[config.mk]
export PLATFORM = sky130hd
export DESIGN_NAME = sdram_wr_tunnel_mux_flat
export DESIGN_NICKNAME = d
export VERILOG_FILES = /design/src/rtl/sdram_arb_pkg.sv /design/src/rtl/sdram_wr_tunnel_mux_if.sv /design/src/rtl/wr_client_req_edge.sv /design/src/rtl/sdram_wr_tunnel_mux.sv /design/src/flat_wrapper.sv
export SDC_FILE = /design/constraint.sdc
export NUM_CORES = 1
export LEC_CHECK = 0
export ABC_AREA = 1
export BUFFER_PORTS_ARGS = -buffer_cell sky130_fd_sc_hd__buf_2
export CAP_MARGIN = 30
export CORE_ASPECT_RATIO = 1.4
export CORE_MARGIN = 1.5
export CORE_UTILIZATION = 47
export CTS_CLUSTER_SIZE = 20
export DETAILED_ROUTE_END_ITERATION = 8
export PLACE_DENSITY_LB_ADDON = 0.3
export SLEW_MARGIN = 30
export SYNTH_ARGS = -nofsm -noshare
export SYNTH_HDL_FRONTEND = slang
export SYNTH_SLANG_ARGS = --single-unit
[constraint.sdc]
create_clock -name i_clk -period 2.1 [get_ports i_clk]
set_clock_uncertainty 0.15 [all_clocks]
set_input_delay 0.315 -clock i_clk [delete_from_list [all_inputs] [get_ports i_clk]]
set_output_delay 0.315 -clock i_clk [all_outputs]
set_load 0.03 [all_outputs]
[src/rtl/sdram_arb_pkg.sv]
// Shared types and widths for the SDRAM tunnel arbiters.
package sdram_arb_pkg;

  localparam int ADDR_W = 21;
  localparam int LEN_W  = 32;
  localparam int DATA_W = 16;

  typedef enum logic [2:0] {
    IDLE   = 3'd0,
    LAUNCH = 3'd1,
    XFER   = 3'd2,
    FLUSH  = 3'd3,
    ABORT  = 3'd4
  } state_t;

  // Winner between two requesters; on a tie the client that was not served last wins.
  function automatic logic rr_pick(input logic p0, input logic p1, input logic last_grant);
    if (p0 && p1) return ~last_grant;
    return p1;
  endfunction

endpackage

[src/rtl/sdram_wr_tunnel_mux_if.sv]
// Client and memory-port signals of the write tunnel mux, bundled for port lists.
interface sdram_wr_tunnel_mux_if;
  import sdram_arb_pkg::*;

  logic              i_wr_0_start;
  logic [ADDR_W-1:0] i_wr_0_addrs;
  logic [LEN_W-1:0]  i_wr_0_lengths;
  logic              i_wr_0_data_vld;
  logic [DATA_W-1:0] i_wr_0_data;
  logic              o_wr_0_data_req;
  logic              o_wr_0_done;

  logic              i_wr_1_start;
  logic [ADDR_W-1:0] i_wr_1_addrs;
  logic [LEN_W-1:0]  i_wr_1_lengths;
  logic              i_wr_1_data_vld;
  logic [DATA_W-1:0] i_wr_1_data;
  logic              o_wr_1_data_req;
  logic              o_wr_1_done;

  logic              o_tunnel_id;
  logic              o_busy;
  logic              o_mem_wr3_start;
  logic [ADDR_W-1:0] o_mem_wr3_addrs;
  logic [LEN_W-1:0]  o_mem_wr3_lens;
  logic              o_mem_wr3_data_vld;
  logic [DATA_W-1:0] o_mem_wr3_data;
  logic              i_mem_wr3_data_req;
  logic              i_mem_wr3_idle;

  modport slave (
    input  i_wr_0_start, i_wr_0_addrs, i_wr_0_lengths, i_wr_0_data_vld, i_wr_0_data,
    output o_wr_0_data_req, o_wr_0_done,
    input  i_wr_1_start, i_wr_1_addrs, i_wr_1_lengths, i_wr_1_data_vld, i_wr_1_data,
    output o_wr_1_data_req, o_wr_1_done,
    output o_tunnel_id, o_busy,
    output o_mem_wr3_start, o_mem_wr3_addrs, o_mem_wr3_lens, o_mem_wr3_data_vld, o_mem_wr3_data,
    input  i_mem_wr3_data_req, i_mem_wr3_idle
  );

  modport master (
    output i_wr_0_start, i_wr_0_addrs, i_wr_0_lengths, i_wr_0_data_vld, i_wr_0_data,
    input  o_wr_0_data_req, o_wr_0_done,
    output i_wr_1_start, i_wr_1_addrs, i_wr_1_lengths, i_wr_1_data_vld, i_wr_1_data,
    input  o_wr_1_data_req, o_wr_1_done,
    input  o_tunnel_id, o_busy,
    input  o_mem_wr3_start, o_mem_wr3_addrs, o_mem_wr3_lens, o_mem_wr3_data_vld, o_mem_wr3_data,
    output i_mem_wr3_data_req, i_mem_wr3_idle
  );

endinterface

[src/rtl/wr_client_req_edge.sv]
// Per-client start-level edge detector: keeps the pending request flag and flags withdrawals.
module wr_client_req_edge (
  input  logic i_clk,
  input  logic i_rst,
  input  logic i_start,
  input  logic i_grant,
  output logic o_pending,
  output logic o_abort
);

  logic start_dly_q, start_dly_d;
  logic pending_q, pending_d;
  logic rise, fall;

  always_comb begin
    start_dly_d = i_start;
    rise        = i_start & ~start_dly_q;
    fall        = ~i_start & start_dly_q;
    pending_d   = pending_q;
    if (i_grant || fall) pending_d = 1'b0;
    // a fresh request while the same client is being served queues it again
    if (rise) pending_d = 1'b1;
  end

  always_ff @(posedge i_clk) begin
    if (i_rst) begin
      start_dly_q <= 1'b0;
      pending_q   <= 1'b0;
    end else begin
      start_dly_q <= start_dly_d;
      pending_q   <= pending_d;
    end
  end

  // a request withdrawn this cycle must not win arbitration
  assign o_pending = pending_q & ~fall;
  assign o_abort   = fall;

endmodule

[src/rtl/sdram_wr_tunnel_mux.sv]
// Round-robin mux of two write clients onto SDRAM write port 3.
//   state  | meaning
//   IDLE   | no job, arbitrating pending requests
//   LAUNCH | counting out the delayed, stretched start pulse
//   XFER   | forwarding beats of the granted client
//   FLUSH  | all beats sent, waiting for port idle before done
//   ABORT  | client withdrew, waiting for port idle, no done
module sdram_wr_tunnel_mux
  import sdram_arb_pkg::*;
#(
  parameter int START_DLY = 3,
  parameter int START_W   = 5
) (
  input  logic i_clk,
  input  logic i_rst,
  sdram_wr_tunnel_mux_if.slave bus
);

  localparam int CNT_W = 8;
  localparam logic [CNT_W-1:0] CNT_ON   = CNT_W'(START_DLY);
  localparam logic [CNT_W-1:0] CNT_OFF  = CNT_W'(START_DLY + START_W);
  localparam logic [CNT_W-1:0] CNT_LAST = CNT_W'(START_DLY + START_W - 1);

  state_t            state_q, state_d;
  logic [CNT_W-1:0]  cnt_q, cnt_d;
  logic [LEN_W-1:0]  beats_q, beats_d;
  logic [ADDR_W-1:0] addrs_q, addrs_d;
  logic [LEN_W-1:0]  lens_q, lens_d;
  logic              tunnel_id_q, tunnel_id_d;
  logic              last_grant_q, last_grant_d;
  logic              start_q, start_d;
  logic [1:0]        done_q, done_d;

  logic              pend_0, pend_1, abort_0, abort_1;
  logic              grant_0, grant_1;
  logic              any_pend, win;
  logic [LEN_W-1:0]  win_len;
  logic              g_vld, g_abort, g_req, beat_acc, in_xfer;
  logic [DATA_W-1:0] g_data;
  logic [LEN_W-1:0]  beats_inc;

  wr_client_req_edge u_edge_0 (
    .i_clk     (i_clk),
    .i_rst     (i_rst),
    .i_start   (bus.i_wr_0_start),
    .i_grant   (grant_0),
    .o_pending (pend_0),
    .o_abort   (abort_0)
  );

  wr_client_req_edge u_edge_1 (
    .i_clk     (i_clk),
    .i_rst     (i_rst),
    .i_start   (bus.i_wr_1_start),
    .i_grant   (grant_1),
    .o_pending (pend_1),
    .o_abort   (abort_1)
  );

  assign any_pend  = pend_0 | pend_1;
  assign win       = rr_pick(pend_0, pend_1, last_grant_q);
  assign win_len   = win ? bus.i_wr_1_lengths : bus.i_wr_0_lengths;
  assign in_xfer   = (state_q == XFER);
  assign g_vld     = tunnel_id_q ? bus.i_wr_1_data_vld : bus.i_wr_0_data_vld;
  assign g_data    = tunnel_id_q ? bus.i_wr_1_data : bus.i_wr_0_data;
  assign g_abort   = tunnel_id_q ? abort_1 : abort_0;
  assign g_req     = in_xfer & bus.i_mem_wr3_data_req & (beats_q < lens_q);
  assign beat_acc  = g_req & g_vld;
  assign beats_inc = beats_q + 32'd1;

  always_ff @(posedge i_clk) begin
    if (i_rst) state_q <= IDLE;
    else       state_q <= state_d;
  end

  always_comb begin
    state_d = state_q;
    case (state_q)
      IDLE:   if (any_pend) state_d = (win_len == '0) ? FLUSH : LAUNCH;
      LAUNCH: begin
        if (g_abort)                state_d = ABORT;
        else if (cnt_q == CNT_LAST) state_d = XFER;
      end
      XFER: begin
        if (g_abort)                                state_d = ABORT;
        else if (beat_acc && beats_inc == lens_q)   state_d = FLUSH;
      end
      FLUSH:  if (bus.i_mem_wr3_idle) state_d = IDLE;
      ABORT:  if (bus.i_mem_wr3_idle) state_d = IDLE;
      default: state_d = IDLE;
    endcase
  end

  always_comb begin
    cnt_d        = cnt_q;
    beats_d      = beats_q;
    addrs_d      = addrs_q;
    lens_d       = lens_q;
    tunnel_id_d  = tunnel_id_q;
    last_grant_d = last_grant_q;
    done_d       = 2'b00;
    grant_0      = 1'b0;
    grant_1      = 1'b0;
    if (state_q == IDLE && any_pend) begin
      addrs_d     = win ? bus.i_wr_1_addrs : bus.i_wr_0_addrs;
      lens_d      = win_len;
      tunnel_id_d = win;
      cnt_d       = '0;
      beats_d     = '0;
      grant_0     = ~win;
      grant_1     = win;
    end
    if (state_q == LAUNCH) cnt_d = cnt_q + 8'd1;
    if (beat_acc) beats_d = beats_inc;
    if (state_q == FLUSH && bus.i_mem_wr3_idle) begin
      done_d[tunnel_id_q] = 1'b1;
      last_grant_d        = tunnel_id_q;
    end
    // start is registered from the next count so it rises exactly START_DLY cycles after grant
    start_d = (state_d == LAUNCH) && (cnt_d >= CNT_ON) && (cnt_d < CNT_OFF);
  end

  always_ff @(posedge i_clk) begin
    if (i_rst) begin
      cnt_q        <= '0;
      beats_q      <= '0;
      addrs_q      <= '0;
      lens_q       <= '0;
      tunnel_id_q  <= 1'b0;
      last_grant_q <= 1'b1;
      start_q      <= 1'b0;
      done_q       <= 2'b00;
    end else begin
      cnt_q        <= cnt_d;
      beats_q      <= beats_d;
      addrs_q      <= addrs_d;
      lens_q       <= lens_d;
      tunnel_id_q  <= tunnel_id_d;
      last_grant_q <= last_grant_d;
      start_q      <= start_d;
      done_q       <= done_d;
    end
  end

  assign bus.o_tunnel_id        = tunnel_id_q;
  assign bus.o_busy             = (state_q != IDLE);
  assign bus.o_mem_wr3_start    = start_q;
  assign bus.o_mem_wr3_addrs    = addrs_q;
  assign bus.o_mem_wr3_lens     = lens_q;
  assign bus.o_mem_wr3_data_vld = in_xfer & g_vld;
  assign bus.o_mem_wr3_data     = in_xfer ? g_data : '0;
  assign bus.o_wr_0_data_req    = g_req & ~tunnel_id_q;
  assign bus.o_wr_1_data_req    = g_req & tunnel_id_q;
  assign bus.o_wr_0_done        = done_q[0];
  assign bus.o_wr_1_done        = done_q[1];

endmodule

[src/flat_wrapper.sv]
// flat-port wrapper written by rule: the top's interface ports become plain ports
module sdram_wr_tunnel_mux_flat import sdram_arb_pkg::*;
#(
  parameter int START_DLY = 3,
  parameter int START_W   = 5
)
  (i_clk, i_rst, bus_i_wr_0_start, bus_i_wr_0_addrs, bus_i_wr_0_lengths, bus_i_wr_0_data_vld, bus_i_wr_0_data, bus_o_wr_0_data_req, bus_o_wr_0_done, bus_i_wr_1_start, bus_i_wr_1_addrs, bus_i_wr_1_lengths, bus_i_wr_1_data_vld, bus_i_wr_1_data, bus_o_wr_1_data_req, bus_o_wr_1_done, bus_o_tunnel_id, bus_o_busy, bus_o_mem_wr3_start, bus_o_mem_wr3_addrs, bus_o_mem_wr3_lens, bus_o_mem_wr3_data_vld, bus_o_mem_wr3_data, bus_i_mem_wr3_data_req, bus_i_mem_wr3_idle);
  sdram_wr_tunnel_mux_if bus_i ();
  input  logic i_clk;
  input  logic i_rst;
  input wire logic [$bits(bus_i.i_wr_0_start)-1:0] bus_i_wr_0_start;
  input wire logic [$bits(bus_i.i_wr_0_addrs)-1:0] bus_i_wr_0_addrs;
  input wire logic [$bits(bus_i.i_wr_0_lengths)-1:0] bus_i_wr_0_lengths;
  input wire logic [$bits(bus_i.i_wr_0_data_vld)-1:0] bus_i_wr_0_data_vld;
  input wire logic [$bits(bus_i.i_wr_0_data)-1:0] bus_i_wr_0_data;
  output wire logic [$bits(bus_i.o_wr_0_data_req)-1:0] bus_o_wr_0_data_req;
  output wire logic [$bits(bus_i.o_wr_0_done)-1:0] bus_o_wr_0_done;
  input wire logic [$bits(bus_i.i_wr_1_start)-1:0] bus_i_wr_1_start;
  input wire logic [$bits(bus_i.i_wr_1_addrs)-1:0] bus_i_wr_1_addrs;
  input wire logic [$bits(bus_i.i_wr_1_lengths)-1:0] bus_i_wr_1_lengths;
  input wire logic [$bits(bus_i.i_wr_1_data_vld)-1:0] bus_i_wr_1_data_vld;
  input wire logic [$bits(bus_i.i_wr_1_data)-1:0] bus_i_wr_1_data;
  output wire logic [$bits(bus_i.o_wr_1_data_req)-1:0] bus_o_wr_1_data_req;
  output wire logic [$bits(bus_i.o_wr_1_done)-1:0] bus_o_wr_1_done;
  output wire logic [$bits(bus_i.o_tunnel_id)-1:0] bus_o_tunnel_id;
  output wire logic [$bits(bus_i.o_busy)-1:0] bus_o_busy;
  output wire logic [$bits(bus_i.o_mem_wr3_start)-1:0] bus_o_mem_wr3_start;
  output wire logic [$bits(bus_i.o_mem_wr3_addrs)-1:0] bus_o_mem_wr3_addrs;
  output wire logic [$bits(bus_i.o_mem_wr3_lens)-1:0] bus_o_mem_wr3_lens;
  output wire logic [$bits(bus_i.o_mem_wr3_data_vld)-1:0] bus_o_mem_wr3_data_vld;
  output wire logic [$bits(bus_i.o_mem_wr3_data)-1:0] bus_o_mem_wr3_data;
  input wire logic [$bits(bus_i.i_mem_wr3_data_req)-1:0] bus_i_mem_wr3_data_req;
  input wire logic [$bits(bus_i.i_mem_wr3_idle)-1:0] bus_i_mem_wr3_idle;
  assign bus_i.i_wr_0_start = bus_i_wr_0_start;
  assign bus_i.i_wr_0_addrs = bus_i_wr_0_addrs;
  assign bus_i.i_wr_0_lengths = bus_i_wr_0_lengths;
  assign bus_i.i_wr_0_data_vld = bus_i_wr_0_data_vld;
  assign bus_i.i_wr_0_data = bus_i_wr_0_data;
  assign bus_o_wr_0_data_req = bus_i.o_wr_0_data_req;
  assign bus_o_wr_0_done = bus_i.o_wr_0_done;
  assign bus_i.i_wr_1_start = bus_i_wr_1_start;
  assign bus_i.i_wr_1_addrs = bus_i_wr_1_addrs;
  assign bus_i.i_wr_1_lengths = bus_i_wr_1_lengths;
  assign bus_i.i_wr_1_data_vld = bus_i_wr_1_data_vld;
  assign bus_i.i_wr_1_data = bus_i_wr_1_data;
  assign bus_o_wr_1_data_req = bus_i.o_wr_1_data_req;
  assign bus_o_wr_1_done = bus_i.o_wr_1_done;
  assign bus_o_tunnel_id = bus_i.o_tunnel_id;
  assign bus_o_busy = bus_i.o_busy;
  assign bus_o_mem_wr3_start = bus_i.o_mem_wr3_start;
  assign bus_o_mem_wr3_addrs = bus_i.o_mem_wr3_addrs;
  assign bus_o_mem_wr3_lens = bus_i.o_mem_wr3_lens;
  assign bus_o_mem_wr3_data_vld = bus_i.o_mem_wr3_data_vld;
  assign bus_o_mem_wr3_data = bus_i.o_mem_wr3_data;
  assign bus_i.i_mem_wr3_data_req = bus_i_mem_wr3_data_req;
  assign bus_i.i_mem_wr3_idle = bus_i_mem_wr3_idle;
  sdram_wr_tunnel_mux #(.START_DLY(START_DLY), .START_W(START_W)) u_core (.i_clk(i_clk), .i_rst(i_rst), .bus(bus_i));
endmodule
Word-level counts from Yosys, hierarchy flattened
Index checks and enable logic that the tools add are counted.
{ "word_totals": {"ff_bits": 105, "input_bits": 146, "wordCells": 96} }
{ "classes": {"addsub": 2, "order_cmp": 5, "eq_ne": 7, "mux": 29, "n_bitwise": 23, "n_reduce_logical": 17} }
{ "op_table": {"columns": ["op", "count"], "rows": [
  ["32-bit 2-to-1 mux", 3],
  ["32-bit by 1-bit adder with 32-bit output (second input constant)", 1],
  ["32-bit equality test", 1],
  ["32-bit zero test", 1],
  ["32-bit < comparator", 1],
  ["16-bit 2-to-1 mux", 2],
  ["21-bit 2-to-1 mux", 1],
  ["3-bit 2-to-1 mux", 6],
  ["8-bit 2-to-1 mux", 2],
  ["1-bit AND", 12],
  ["1-bit 2-to-1 mux", 12],
  ["3-bit case mux with 4 select lines", 1],
  ["1-bit NOT", 10],
  ["8-bit by 1-bit adder with 8-bit output (second input constant)", 1],
  ["8-bit by 3-bit equality test with 1-bit output (second input constant)", 1],
  ["8-bit by 2-bit >= comparator with 1-bit output (second input constant)", 1],
  ["8-bit by 4-bit < comparator with 1-bit output (second input constant)", 1],
  ["1-bit logical AND", 7],
  ["3-bit by 1-bit equality test with 1-bit output (second input constant)", 2],
  ["3-bit by 2-bit equality test with 1-bit output (second input constant)", 2],
  ["2-bit nonzero test", 3],
  ["2-bit OR reduction", 2],
  ["3-bit equality test (second input constant)", 1],
  ["3-bit zero test", 1],
  ["other kinds (7)", 8]
]} }

Logic depth before layout (Yosys ltp)
Gate-level depths: netlist of the first run.
{ "depth": {"depth_word": 15, "depth_mapped": 18, "ltp_nobuf": 17} }

Modules after synthesis
Synthesis of the first run repeated with hierarchy kept, for this count alone.
{ "hier_totals": {"hier_cells": 1143, "area_unflattened_um2": 7144.4} }
{ "by_module_without_submodules": {"columns": ["mod", "n_inst", "cells_per_inst", "area_per_inst_um2"], "rows": [
  ["sdram_wr_tunnel_mux", 1, 1117, 6954.2],
  ["wr_client_req_edge", 2, 13, 95.1]
]} }

Worst setup path before layout of the first run
OpenSTA, ideal clock, no wires.
{ "synth_path": {"path_type": "register to register", "start": "register u_core.lens_q[13] (netlist: u_core.bus.o_mem_wr3_lens[13])", "end": "register u_core.beats_q[10]", "setup_time_ns": 0.132, "arrival_time_ns": 2.192, "setup_slack_ns": -0.374, "stages_incl_launch_ff": 18, "path_buffers": 1, "cell_sequence": "dfxtp_1 inv_1 ha_1 nand2_1 inv_1 o21ai_0 nand2_1 a21oi_1 nand2_1 nand2_1 nand2_1 nor2_1 inv_1 nand2_1 inv_1 clkbuf_1 nand2_1 a21oi_1"} }
{ "synth_between": {"elab_chain_len": 4, "elab_cells_between_ends": 5, "cone_classes": "order compare (1); mux (1); bitwise (2); reduce/logical (1)"} }
{ "synth_rtl": {"columns": ["item", "line_no", "source"], "rows": [
  ["start: declaration", "sdram_wr_tunnel_mux.sv:28", "logic [LEN_W-1:0] lens_q, lens_d;"],
  ["start signal: assignment", "sdram_wr_tunnel_mux.sv:137", "lens_q <= lens_d;"],
  ["32-bit < comparator *", "sdram_wr_tunnel_mux.sv:67", "assign g_req = in_xfer & bus.i_mem_wr3_data_req & (beats_q < lens_q);"],
  ["1-bit AND *", "sdram_wr_tunnel_mux.sv:67", null],
  ["1-bit AND *", "sdram_wr_tunnel_mux.sv:68", "assign beat_acc = g_req & g_vld;"],
  ["32-bit 2-to-1 mux / 2-bit nonzero test (equally long branches)", null, null],
  ["end signal: assignment", "sdram_wr_tunnel_mux.sv:135", "beats_q <= beats_d;"],
  ["end: declaration", "sdram_wr_tunnel_mux.sv:26", "logic [LEN_W-1:0] beats_q, beats_d;"]
]} }
Mark *: on every way between the ends. The rest lies on a longest branch, timed or not.
A chain may end at the register's enable or synchronous reset.

Worst setup path after layout of the first run
{ "layout_path": {"start": "register u_core.beats_q[11]", "end": "register u_core.state_q[0]"} }
{ "layout_between": {"elab_chain_len": 7, "elab_cells_between_ends": 9, "cone_classes": "add/sub (1); order compare (1); eq/ne (1); mux (3); bitwise (2); reduce/logical (1)"} }
{ "layout_rtl": {"columns": ["item", "line_no", "source"], "rows": [
  ["parallel branches: the longest is 3 deep, another holds 32-bit by 1-bit adder with 32-bit output", null, null],
  ["1-bit logical AND *", "sdram_wr_tunnel_mux.sv:86", "else if (beat_acc && beats_inc == lens_q) state_d = FLUSH;"],
  ["3-bit 2-to-1 mux *", "sdram_wr_tunnel_mux.sv:86", null],
  ["3-bit 2-to-1 mux *", "sdram_wr_tunnel_mux.sv:85", "if (g_abort) state_d = ABORT;"],
  ["3-bit case mux with 4 select lines *", "sdram_wr_tunnel_mux.sv:78", "case (state_q)"],
  ["end signal: assignment", "sdram_wr_tunnel_mux.sv:73", "else state_q <= state_d;"],
  ["end: declaration", "sdram_wr_tunnel_mux.sv:24", "state_t state_q, state_d;"]
]} }
Mark *: on every way between the ends.

==> flow_summary.ini, run 1 <==
[synth]
yosys_warnings = 0
synth_nets = 1265
syn_inst = 1085
yosysSeqAreaShare_pct = 30.4
ys_seq_elements = 105
synthesis.area_sq_um = 6930
synth_common_cells = 363 x nand2_1, 107 x a21oi_1, 105 x dfxtp_1
synth.distinct_cells = 37
syn_area_per_cell_sq_um = 6.38
async_reset_ff_share_pct = 0
ys.flop_type = dfxtp_1
yosysTopAreaCellShare_pct = 30.4
synth_edf_count = 0
yosys.area.top_type = dfxtp_1
synthTopCellsByArea = dfxtp_1 30%, nand2_1 20%, a21oi_1 7.7%, ha_1 6.1%, nand3_1 5.3%
yosysMostFrequentCell = nand2_1

[power]
p_leak_nw = 5.36
power.density_nw_per_um2 = 589
peakVddDrop_uv = 602
p_total_mw = 6.80

[clock_tree]
cts_buffer_depth = 2
cts-root-buf = clkbuf_16
cts_tree = built
cts.sinks = 105
clk_pin_slew_ns = 0.09
htreeDepth = 3
cts_inserted_buffers = 9
clk_latency_ns = 0.39
hold_buffers = 0

[sta]
min_period_ns = 2.79
rsz0062_at_grt = true
whs_ns = 0.0389
setup-violations-final = 39
fmax_ghz = 0.359
setup_slack_ns = -0.688
min_period_over_period_pct = 133
hold_violations = 0
slew_headroom_pct = 68.0
worstMarginPinSlew_ns = 0.475
drv_slew = 0

[worst_hold_path]
min_path_type = in2reg
whs_path_depth = 3
worstHoldStart = bus_i_wr_0_addrs[16]
min_to = u_core.bus.o_mem_wr3_addrs[16]

[place]
place_congestion = 1.10
io_buffers = 222
place.detailed.hpwl_mm = 21.3
dp_slack_ns = -0.412
placed_area_sq_um = 10000

[route]
firstDrtPassIters = 9
detail_route.wirelength_mm = 34.2
ant_nets = 0
wl_per_cell_um = 19.9
drc_errors = 2
routed_via_density = 5.99
num_vias = 10300
drtIter0Drc = 1183

[job]
maxCapViolations = 0

[worst_setup_path]
crit_required_ns = 2.28
path_max_fanout = 5
startpoint_type = register
r2r_setup_slack_ns = -0.69
critical_path_class = reg2reg
end_kind = register
reg2reg_depth = 18
r2r-start = u_core.beats_q[11]
rr_endpoint = u_core.state_q[0]
arrival_ns = 2.97

[layout]
fin_area_sq_um = 11500
diodes = 0
nFillCells = 906
layout.nets = 1704
drive_gt1_share_pct = 45.8
multi_input_area_sq_um = 5150
syn_to_final_growth_pct = 66.6
regArea_sq_um = 2220

[floorplan]
dieHeight_um = 147
die-area_sq_um = 15500
start_util_pct = 47.9
io_pins = 223
core_area_sq_um = 14400
rows = 52
die_w_um = 106

[grt]
grt_pass1_vias = 9682
grt_first_pass_wirelength_mm = 48.4
grt_overflow = 0
antenna_found_initial = 0
grt_max_degree = 67
track_usage_pct = 40.0

[outcome]
status = finished with violations
failed_checks = DRC, setup timing
-- stage by stage --
step	utilization, %	setup TNS (ns)	cells
floorplan	-	-0.560	1085
global placement	69.6	-12.72	1664
detailed placement	69.6	-13.63	1664
CTS	76.9	-11.85	1708
global route	79.9	-23.68	1718
finish	79.9	-18.49	1718
-- layout make-up --
class | count | share of cell area, %
clock buffers | 10 | 1.98
flip-flops and latches | 105 | 19.2
inverters | 92 | 3.21
repair buffers | 467 | 28.4
well taps | 189 | 2.05
multi-input cells | 849 | 44.6
clock inverters | 6 | 0.499
-- routing by layer --
layer / vias to the layer above / wire [um] / GRT usage (%)
met5: - / 0 / 0
met1: 4649 / 11000 / 41.8
met3: 323 / 3840 / 9.69
met4: 0 / 3360 / 28.3
met2: 843 / 16000 / 69.9
li1: 4472 / - / -
-- registers in the layout (all words and copies together), names as in the netlist, 2 cells and up --
| register | flops |
|---|---|
| u_core.beats_q | 32 |
| u_core.bus.o_mem_wr3_lens | 32 |
| u_core.bus.o_mem_wr3_addrs | 21 |
| u_core.cnt_q | 8 |
| u_core.state_q | 3 |
| u_core.done_q | 2 |
-- repair_timing --
item                       CTS  global route
setup buffers               21            10
setup endpoints to repair   53            55
pin swaps                   36            46
gates resized for setup    106            95
gates cloned                 7             0
-- critical path: stages (launching register included) --
cell,delay (ns)
dfxtp_1,0.35
buf_4,0.16
nand2_1,0.11
nor2_2,0.17
buf_4,0.14
nand2_2,0.13
nor2_2,0.29
nand2_1,0.14
nand2_1,0.11
nand2_1,0.07
nand2_1,0.07
nand2_1,0.05
nor2_1,0.13
nand2_1,0.09
nor2_1,0.11
nand4_1,0.13
nand2_1,0.13
nand2_2,0.08
a21oi_2,0.13
-- report_power, final --
| group | total [mW] | switching [mW] | internal, mW | leakage (nW) |
|---|---|---|---|---|
| clock network | 1.79 | 0.948 | 0.841 | 0.142 |
| logic | 2.72 | 1.60 | 1.12 | 4.34 |
| registers | 2.29 | 0.117 | 2.17 | 0.881 |
| total | 6.80 | 2.66 | 4.14 | 5.36 |
-- how the worst max path moves through the flow --
stage	from	to	slack, ns	cells past startpoint
final	u_core.beats_q[11]	u_core.state_q[0]	-0.69	18
after floorplan	u_core.bus.o_mem_wr3_lens[30]	u_core.beats_q[9]	-0.02	15
after detailed placement	u_core.bus.o_mem_wr3_lens[29]	u_core.beats_q[1]	-0.41	15
after global routing	u_core.beats_q[11]	u_core.bus.o_mem_wr3_start	-0.86	18
after CTS	u_core.bus.o_mem_wr3_lens[17]	bus_o_wr_1_data_req	-0.47	11
after global placement	u_core.bus.o_mem_wr3_lens[29]	u_core.beats_q[11]	-0.37	15
-- cell usage in the layout, fill, tap and decap left out, types with 9 or more instances in the layout --
cell | synthesis | final
a21oi_1 | 107 | 77
a21oi_2 | 0 | 30
a31oi_1 | 21 | 21
buf_12 | 0 | 11
buf_2 | 6 | 218
buf_4 | 0 | 221
buf_6 | 0 | 10
clkbuf_16 | 0 | 9
dfxtp_1 | 105 | 64
dfxtp_2 | 0 | 14
dfxtp_4 | 0 | 27
ha_1 | 34 | 17
ha_4 | 0 | 16
inv_1 | 91 | 63
inv_2 | 0 | 21
mux2i_4 | 0 | 12
nand2_1 | 363 | 342
nand2_2 | 2 | 19
nand3_1 | 73 | 64
nand4_1 | 14 | 14
nor2_1 | 82 | 67
nor2_2 | 6 | 14
nor2_4 | 6 | 13
o21ai_0 | 57 | 43
-- cell families after synthesis --
family | Yosys count | synth area share, %
compound gates | 196 | 14.9
mux | 24 | 3.47
xor+xnor | 13 | 2.06
fa+ha+maj | 34 | 6.14
flops | 105 | 30.4
buf+inv | 131 | 7.21
simple gates | 582 | 35.9
No activity file was read; power rests on OpenSTA's default activity.
==> inputs of run 2 (changes only) <==
--- a/config.mk
+++ b/config.mk
@@ -13,7 +13,8 @@
 export CORE_UTILIZATION = 47
 export CTS_CLUSTER_SIZE = 20
 export DETAILED_ROUTE_END_ITERATION = 8
-export PLACE_DENSITY_LB_ADDON = 0.3
+export GPL_TIMING_DRIVEN = 0
+export PLACE_DENSITY = 0.78
 export SLEW_MARGIN = 30
 export SYNTH_ARGS = -nofsm -noshare
 export SYNTH_HDL_FRONTEND = slang
==> constraint.sdc (replaced) <==
create_clock -name i_clk -period 2.1 [get_ports i_clk]
set_clock_uncertainty 0.15 [all_clocks]
set_input_delay 0.315 -clock i_clk [delete_from_list [all_inputs] [get_ports i_clk]]
set_output_delay 0.315 -clock i_clk [all_outputs]
set_load 0.05 [all_outputs]
==> run 2 against run 1 <==
  * The flow finishes with violations (setup timing)
  * Sequential share of layout area increased by 1.4 points
  * Maximum frequency increased by 1.3%
  * Final cell count decreased by 8.0%
  * Register-to-register slack better by 0.03 ns
  * Setup slack improved by 0.035 ns
  * Clock power about the same
  * Sequential power rose by 3%
  * Die area did not move
  * Largest cell class unchanged
  * Largest power group unchanged
==> flow_summary.ini, run 2 (synthesis gave the netlist of run 1 again) <==
[route]
wl_per_cell_um = 19.8
routed_via_density = 5.89
ant_nets = 0
drc_errors = 0
num_vias = 9314
detail_route.wirelength_mm = 31.3
firstDrtPassIters = 6
drtIter0Drc = 778

[place]
io_buffers = 222
place_congestion = 0.985
placed_area_sq_um = 8910
place_inst = 1496
place.detailed.hpwl_mm = 19.9

[clock_tree]
clk_latency_ns = 0.37
cts.sinks = 105
cts-root-buf = clkbuf_16
cts_buffer_depth = 2
htreeDepth = 3
clk_pin_slew_ns = 0.09
cts_inserted_buffers = 9
hold_buffers = 0
cts_tree = built

[sta]
setup_slack_ns = -0.653
rsz0062_at_grt = true
drv_slew = 0
tns_ns = -22.21
whs_ns = 0.0413
fmax_ghz = 0.363
hold_violations = 0
min_period_over_period_pct = 131
setup-violations-final = 43
min_period_ns = 2.75
worstMarginPinSlew_ns = 0.790
slew_headroom_pct = 47.3

[power]
power.density_nw_per_um2 = 613
clockPowerShare_pct = 26.0
combPwrFrac_pct = 39.9
p_leak_nw = 4.93
seqPwrFrac_pct = 34.1
peakVddDrop_uv = 447
sw_frac_of_total_pct = 42.4
p_int_mw = 3.96
p_switching_mw = 2.92

[grt]
track_usage_pct = 35.9
grt_overflow = 0
grt_max_degree = 22
grt_first_pass_wirelength_mm = 43.5
grt_pass1_vias = 8646
antenna_found_initial = 0

[worst_setup_path]
critical_path_class = reg2reg
crit_required_ns = 2.16
r2r_setup_slack_ns = -0.65
path_max_fanout = 7
rr_endpoint = u_core.beats_q[3]
startpoint_type = register
r2r-start = u_core.beats_q[4]
arrival_ns = 2.81
end_kind = register
reg2reg_depth = 17

[floorplan]
dieHeight_um = 147
die_w_um = 106
start_util_pct = 47.9
core_area_sq_um = 14400
die-area_sq_um = 15500
io_pins = 223
rows = 52

[layout]
fin_area_sq_um = 11200
fin_cells = 1581
layout.nets = 1567
nFillCells = 976
syn_to_final_growth_pct = 62.0
utilization_pct = 77.7
final_common_cell = nand2_1
drive_gt1_share_pct = 47.9
most-common-layout-cells = 301 x nand2_1, 208 x buf_2, 69 x nand3_1, 62 x nor2_1, 61 x buf_4
diodes = 0

[worst_hold_path]
min_to = u_core.u_edge_0.start_dly_q
worstHoldStart = bus_i_wr_0_start
min_path_type = in2reg
whs_path_depth = 3

[job]
maxCapViolations = 0

[outcome]
failed_checks = setup timing
status = finished with violations
[run 2: final cells by class]
type	instances	area [sq um]	share of cell area, %
timing repair buffer	293	1880	16.8
sequential	105	2320	20.7
buffer	37	320	2.85
tap	189	236	2.11
multi-input combinational	849	5760	51.3
clock buffer	9	225	2.01
inverter	92	398	3.55
clock inverter	7	76.3	0.680
[run 2: worst max-delay path by stage]
stage | from | to
finish | u_core.beats_q[4] | u_core.beats_q[3]
global route | u_core.beats_q[1] | u_core.state_q[0]
CTS | u_core.bus.o_mem_wr3_lens[31] | bus_o_wr_0_data_req
detailed placement | bus_i_wr_1_start | u_core.bus.o_mem_wr3_start
global placement | bus_i_wr_1_start | u_core.bus.o_mem_wr3_start
floorplan | u_core.bus.o_mem_wr3_lens[17] | bus_o_wr_0_data_req
[run 2: power by group through the flow]
stage / logic [mW] / clock network [mW] / registers [mW]
after global placement: 2.01 / 0 / 2.42
after global routing: 2.90 / 1.83 / 2.36
after detailed placement: 2.04 / 0 / 2.42
after CTS: 2.53 / 1.73 / 2.34
final: 2.74 / 1.79 / 2.35
after floorplan: 0.941 / 0 / 2.87
[run 2: repair_timing]
action	in CTS	in global routing
gates cloned	6	1
setup endpoints to repair	109	105
pin swaps	34	42
buffers inserted	40	25
resized for setup	288	130
[run 2: worst max-delay path: stages, from the launching register on]
cell	delay, ns
dfxtp_4	0.37
buf_4	0.14
ha_1	0.18
a21oi_2	0.12
nor2_1	0.06
nor2_1	0.24
nand3_2	0.15
nand2_2	0.10
nand2_4	0.09
nand2_4	0.11
nand2_8	0.07
nor2_4	0.21
inv_2	0.07
nand2_4	0.09
clkinv_8	0.11
buf_8	0.17
nand2_4	0.06
a21oi_1	0.08
[run 2: stage by stage]
stage / worst slack [ns] / total power, mW
after floorplan: -0.0669 / 3.81
after global placement: -1.43 / 4.43
after detailed placement: -1.43 / 4.46
after CTS: -0.334 / 6.60
after global routing: -0.748 / 7.09
final: -0.653 / 6.88
[run 2: routing by layer]
| metal | global-route usage (%) | part of all wire (%) | vias to the layer above |
|---|---|---|---|
| met5 | 0 | 0 | - |
| met4 | 23.9 | 8.4 | 0 |
| met3 | 5.76 | 9.3 | 193 |
| met2 | 64.2 | 50 | 661 |
| met1 | 38.4 | 33 | 4248 |
| li1 | - | - | 4212 |
